===== config.mk =====
export PLATFORM = sky130hd
export DESIGN_NAME = cntdown_timer
export DESIGN_NICKNAME = d
export VERILOG_FILES = /design/src/rtl/cntdown_timer.sv
export SDC_FILE = /design/constraint.sdc
export NUM_CORES = 1
export LEC_CHECK = 0
export CORE_ASPECT_RATIO = 0.7
export CORE_MARGIN = 2
export CORE_UTILIZATION = 49
export DETAILED_ROUTE_END_ITERATION = 12
export PLACE_DENSITY = 0.79
export SLEW_MARGIN = 0
export SYNTH_ARGS = -nofsm -noshare
export SYNTH_HDL_FRONTEND = slang
export SYNTH_SLANG_ARGS = --single-unit

===== constraint.sdc =====
create_clock -name clk -period 2.1 [get_ports clk]
set_clock_uncertainty 0.05 [all_clocks]
set_input_delay 0.42 -clock clk [delete_from_list [all_inputs] [get_ports clk]]
set_output_delay 0.42 -clock clk [all_outputs]
set_load 0.02 [all_outputs]

===== src/rtl/cntdown_timer.sv =====
// Programmable down-counting timer with prescaler, one-shot or periodic reload.
// Produces a one-cycle done pulse on expiry; busy mirrors the RUN state.
//
// state | meaning
// IDLE  | not counting, cnt_out held, waits for load
// RUN   | counting down at the prescaled tick rate
module cntdown_timer #(
  parameter int WIDTH     = 5,
  parameter int PRE_WIDTH = 4
) (
  input  logic                 clk,
  input  logic                 rst,
  input  logic                 enab,
  input  logic                 load,
  input  logic [WIDTH-1:0]     cnt_in,
  input  logic                 reload_mode,
  input  logic [PRE_WIDTH-1:0] pre_div,
  output logic [WIDTH-1:0]     cnt_out,
  output logic                 busy,
  output logic                 done
);

  typedef enum logic {IDLE = 1'b0, RUN = 1'b1} state_t;

  state_t               state_q, state_d;
  logic [WIDTH-1:0]     cnt_q, cnt_d;
  logic [WIDTH-1:0]     reload_q, reload_d;
  logic [PRE_WIDTH-1:0] pre_cnt_q, pre_cnt_d;
  logic                 done_q, done_d;

  always_ff @(posedge clk or posedge rst) begin
    if (rst) begin
      state_q   <= IDLE;
      cnt_q     <= '0;
      reload_q  <= '0;
      pre_cnt_q <= '0;
      done_q    <= 1'b0;
    end else begin
      state_q   <= state_d;
      cnt_q     <= cnt_d;
      reload_q  <= reload_d;
      pre_cnt_q <= pre_cnt_d;
      done_q    <= done_d;
    end
  end

  always_comb begin
    state_d   = state_q;
    cnt_d     = cnt_q;
    reload_d  = reload_q;
    pre_cnt_d = pre_cnt_q;
    done_d    = 1'b0;
    if (load) begin
      cnt_d     = cnt_in;
      reload_d  = cnt_in;
      pre_cnt_d = '0;
      state_d   = (cnt_in != '0) ? RUN : IDLE;
    end else if (state_q == RUN && enab) begin
      // >= rather than == so a pre_div shrunk mid-run ticks at once instead of wrapping
      if (pre_cnt_q < pre_div) begin
        pre_cnt_d = pre_cnt_q + PRE_WIDTH'(1);
      end else begin
        pre_cnt_d = '0;
        if (cnt_q > WIDTH'(1)) begin
          cnt_d = cnt_q - WIDTH'(1);
        end else begin
          done_d = 1'b1;
          if (reload_mode) begin
            cnt_d = reload_q;
          end else begin
            cnt_d   = '0;
            state_d = IDLE;
          end
        end
      end
    end
  end

  assign cnt_out = cnt_q;
  assign busy    = (state_q == RUN);
  assign done    = done_q;

endmodule


# Word level (Yosys, flattened, before mapping)
# Index checks and enable logic that the tools add are counted.
# totals
ramBits,0
romBits,0
word_cells,35
mem_count,0
ff_bits,16
latch_bits,0
out_inout_bits,7
in_bits,14
# op_classes
mul,0
n_mux,18
eq_ne,3
n_bitwise,0
magnitude_cmp,2
addsub,2
n_reduce_logical,5
div_mod_pow,0
shift,0
# ops
operator,n
2-to-1 mux 5 bit,5
2-to-1 mux 4 bit,3
2-to-1 mux 1 bit,10
inequality test 2 bit (second input constant),3
> comparator 5 x 1 -> 1 bit (second input constant),1
nonzero test 5 bit,1
subtractor 5 x 1 -> 5 bit (second input constant),1
adder 4 x 1 -> 4 bit (second input constant),1
less-than comparator 4 bit,1
AND reduction 4 bit,1
AND reduction 2 bit,1
nonzero test 2 bit,1
logical AND 1 bit,1

# Logic depth before layout (Yosys ltp)
# depth
ltp_word,5
depth_mapped,7
depth_no_buf,7

# Least setup slack after synthesis
# Ideal clock, no wire load.
# synth_path
path_kind,input -> register
start,input pre_div[3]
end,"register cnt_q[3], in the netlist cnt_out[3]"
setup_slack_ps,464
t_required_ps,1918
path_buffers,0
stages,7
t_arrival_ps,1454
setup_ps,132
path_cell_list,inv_1 ha_1 o21a_1 nor2_2 a211o_1 o41ai_2 a21oi_1
# synth_via
elab_chain_cells,3
# synth_lines
item,line_no,text
start: declaration,17,"input logic [PRE_WIDTH-1:0] pre_div,"
less-than comparator 4 bit,60,if (pre_cnt_q < pre_div) begin
inequality test 2 bit (no source line),-,
AND reduction 2 bit (no source line),-,
end signal: assignment,40,cnt_q <= cnt_d;
end: declaration,26,"logic [WIDTH-1:0] cnt_q, cnt_d;"
# Every way passes these cells.
# A chain may end at the register's enable or synchronous reset.

# Worst setup path in the final report
# layout_path
start,input pre_div[3]
end,"register state_q, in the netlist busy"
# layout_via
elab_chain_cells,3
# layout_lines
item,line_no,text
less-than comparator 4 bit,60,
inequality test 2 bit (no source line),-,
AND reduction 4 bit (no source line),-,
end signal: assignment,39,state_q <= state_d;
end: declaration,25,"state_t state_q, state_d;"
# Every way passes these cells.

==> out/metrics.sh <==
OUTCOME='complete, no violations'
YOSYS.AREA.TOP_TYPE='dfrtp_1'
P_CLK_SHARE_PCT=27.6
SYNTH_MOST_COMMON_CELL='dfrtp_1'
CRITPATHTOPFAMILY='compound AO/OA/AOI/OAI gates'
STD_CELL_ROWS=13
FIN_CRIT_SH_PCT=92.7
CP_CELL_SEQUENCE='clkdlybuf4s50_1 > inv_1 > ha_1 > o21a_1 > nor2_2 > a211o_1 > o31ai_1 > o21ai_1'
SYNTH.AREA.TOP_CELLS='dfrtp_1, ha_1, mux2i_1'
DIE_WIDTH_UM=57.5
TIMING.CRITICAL_PATH.SLOWEST_CELL_DELAY_NS=0.45
WIRE_PER_INST_UM=13.9
FINISH.UTILIZATION_PCT=68.3
FLOORPLAN.DIE.HEIGHT_UM=41.5
GRT.MET1_USAGE_PCT=29.2
CLOCK_ROOT_BUFFER='clkbuf_4'
CORE_AREA_UM2=1870
ASYNC_FLOP_SHARE_PCT=100
POWER.NET_SWITCHING_mW=0.221
FLOORPLAN.INITIALDENSITY_PCT=52.6
SYNTHFLOPTYPE='dfrtp_1'
MET3_USAGE_PCT=8.10
STARTPOINT_OF_THE_LOWEST_SLACK_REGISTER_TO_REGISTER_PATH='pre_cnt_q[3]$_DFFE_PP0N_'
TRITONCTS_BUFFERS=3
CRITICAL_PATH_REQUIRED_NS=2.22
VIAS_IN_THE_FIRST_GLOBAL_ROUTE=831
FINAL_HOLD_VIOLS=0
FINALSETUPVIOLCOUNT=0
DETAIL_ROUTE.WIRELENGTH_UM=2160
DIE_OUTLINE_AREA_UM2=2390
FILLCELLCOUNT=153
WORSTSKEWPAIRLATENCY_NS=0.29
CTS_HTREE_LEVELS=1
POWER_SWITCHING_SHARE_PCT=29.6
AVGVIACOUNTPERCELL=5.64
CRITICAL-PATH-SLOWEST-CELL='clkdlybuf4s50_1'
TRITONCTS='done'
WORSTREGTOREGCELLS=6
POWER.IR.VDD_WORST_uV=462
NUM_IO_PINS=21
WORST-SETUP-PATH-TYPE='in2reg'
SYNTH_TOP_AREA_SHARE_PCT=40.7
VIAS_AFTER_DETAILED_ROUTING=880
PERIOD_NEEDED_NS=1.95
R2R_SETUP_SLACK_NS=0.30
PWR-SHARE-SEQ_PCT=48.2
ANTENNA_DIODE_INSTANCE_COUNT=0
MAX_FREQ_GHz=0.514
POSTCTSHOLDBUFS=0
IO_BUFFER_COUNT=20
POWERDENSITY_nW_PER_UM2=585
ENDPOINT='busy$_DFFE_PP0P_'
MAX_TRANSITION_VIOLS_FINAL=0
AREA_GROWTH_SYN_TO_LAYOUT_PCT=29.9
YOSYSWARNINGS=0
WORST-PATH-MAX-FANOUT=4
RELATIVE_SLEW_SLACK_PCT=61.4
GRT_UTIL_MET2_PCT=29.8
P_INT_mW=0.526
WORSTPATHARRIVAL_NS=2.07
SYNTH_COMMON_CELLS='dfrtp_1, nand2_1, inv_1'
GRT_USAGE_PCT=20.7
DRTPASS1ITERATIONS=4
SETUP_REPAIR_AFTER_GLOBAL_ROUTING_MISSED_ITS_MARGIN='false'
DRC=0
DRT_ITER0_MARKERS=28
HOLD_CLASS='in2async'
GRT_MAX_DEGREE=17
GRT_ANTENNA_BEFORE_REPAIR=0
CLK_PATH_BUF_DEPTH=2
TOP_USAGE_LAYER='met2'
SYNTH-EDFF-COUNT=0
ENDPOINT_KIND='register'
NUMCLOCKSINKS=16
CAP_VIOLATIONS=0
GP_CONGESTION=0.878
TIMING.CRITICAL_PATH.FROM_TYPE='primary input'
GRT_PASS1_WL_UM=3780
CRIT_PATH_START='pre_div[3]'
GRT_OVERFLOW=0
SHARE_COMB_OF_TOTAL_POWER_PCT=24.1
TIGHTEST_SLEW_NS=0.579
POSTSYNTHAREAPERCELL_UM2=9.19
SYNTH_SEQ_AREA_SHARE_PCT=40.7
MAPPEDNETLISTNETS=127
REGTOREGENDPOINT='busy$_DFFE_PP0P_'
CP_NUM_BUF_INV=2
DPL_CELLS=151
P_LEAK_nW=0.565
CTS.CLK_SLEW.WORST_PATHS_NS=0.10
DETAILED_PLACE_HPWL_UM=1740
MULTI_INPUT_COMB_AREA_UM2=534
SYNTH.LIB_CELLS_USED.DISTINCT=30
SYNTHCELLS=107
SYNTH-SEQ-CELLS=16
CRITICAL_PATH_DEPTH=8
FINALPOWER_mW=0.747
NNETSFINAL=155
POST_ROUTE_ANTENNA_NET_VIOLATION_COUNT=0
REGAREA_UM2=400
LAYOUT-DRIVE-GT1-SHARE_PCT=13.4
MAPPED_AREA_UM2=983
FINALNONFILLERCELLS=156
==> cells by family after synthesis <==
logic type	share of synthesized area, %
adder cells (fa/ha/maj)	7.63
AND/OR/NAND/NOR	18.2
buffers and inverters	4.96
AO/OA/AOI/OAI	19.5
multiplexers	7.25
XOR/XNOR	1.78
flip-flops	40.7
==> worst min path at each step <==
| stage | cells after the start | start | to |
|---|---|---|---|
| after floorplan | 1 | rst | busy$_DFFE_PP0P_ |
| after global placement | 2 | reload_q[0]$_DFFE_PP0P_ | reload_q[0]$_DFFE_PP0P_ |
| after detailed placement | 2 | reload_q[0]$_DFFE_PP0P_ | reload_q[0]$_DFFE_PP0P_ |
| after CTS | 2 | rst | pre_cnt_q[0]$_DFFE_PP0N_ |
| after global routing | 2 | rst | reload_q[3]$_DFFE_PP0P_ |
| final | 2 | rst | busy$_DFFE_PP0P_ |
==> repair_timing <==
| item | in CTS | in global routing |
|---|---|---|
| endpoints found under the hold margin | 0 | 0 |
| endpoints found under the setup margin | 0 | 1 |
| buffers inserted | 0 | 1 |
| resized for setup | 0 | 0 |
==> stage by stage <==
step / hold WS, ns / TNS, ns / instance area (um2) / setup slack, ns
after floorplan: 0.284 / 0 / 983 / 0.464
after detailed placement: 0.466 / -0.740 / 1230 / -0.159
final: 0.430 / 0 / 1280 / 0.153
after global placement: 0.461 / -0.428 / 1230 / -0.0932
after global routing: 0.503 / 0 / 1280 / 0.0163
after CTS: 0.453 / 0 / 1270 / 0.151
==> placed cells by master, fill, tap and decap left out <==
cell             Yosys  routed
a211o_1              1       1
a211oi_1             1       1
a211oi_4             1       1
a21o_2               1       1
a21oi_1              5       5
a31oi_1              1       1
buf_4                0       5
clkbuf_4             0       3
clkbuf_8             0       1
clkdlybuf4s50_1      0      20
dfrtp_1             16      16
ha_1                 6       6
inv_1               11      11
mux2_2               1       1
mux2i_1              6       6
nand2_1             15      15
nand2_2              1       1
nand3_1              3       3
nand4_1              1       1
nor2_1               5       5
nor2_2               1       1
nor2b_1              2       2
nor3_1               3       3
nor3_2               2       2
nor3b_1              2       2
o21a_1               1       1
o21ai_0              7       7
o21ai_1              5       5
o21ai_4              1       1
o31ai_1              2       2
o41ai_2              1       1
or4_1                1       1
xnor2_1              2       2
==> layout make-up <==
| class | instances | share of cell area [%] |
|---|---|---|
| inverters | 11 | 3.23 |
| flip-flops and latches | 16 | 31.3 |
| repair buffers | 25 | 18.6 |
| clock buffers | 4 | 2.84 |
| well taps | 22 | 2.15 |
| multi-input cells | 78 | 41.8 |
==> layer usage <==
metal	part of all wire, %	up-vias
li1	-	425
met3	9.0	4
met5	0	-
met1	49	406
met2	40	45
met4	1.3	0
==> worst reg2reg max path, cell delays in order (launching register included) <==
cell and delay [ns]:
dfrtp_1 0.44, ha_1 0.30, o21a_1 0.12, nor2_2 0.06, a211o_1 0.33, o31ai_1 0.28, o21ai_1 0.11
==> power groups by stage <==
stage                     registers (mW)  clock network (mW)  logic, mW
after floorplan                    0.371                   0     0.0909
after global placement             0.364                   0      0.174
after detailed placement           0.365                   0      0.179
after CTS                          0.359               0.208      0.180
after global routing               0.364               0.227      0.199
final                              0.360               0.206      0.180
==> state kept, by name (all words and copies together) (netlist names) <==
signal	cells
reload_q	5
cnt_out	5
pre_cnt_q	4
busy	1
done	1
Note: power is estimated with default switching activity, not from simulation.
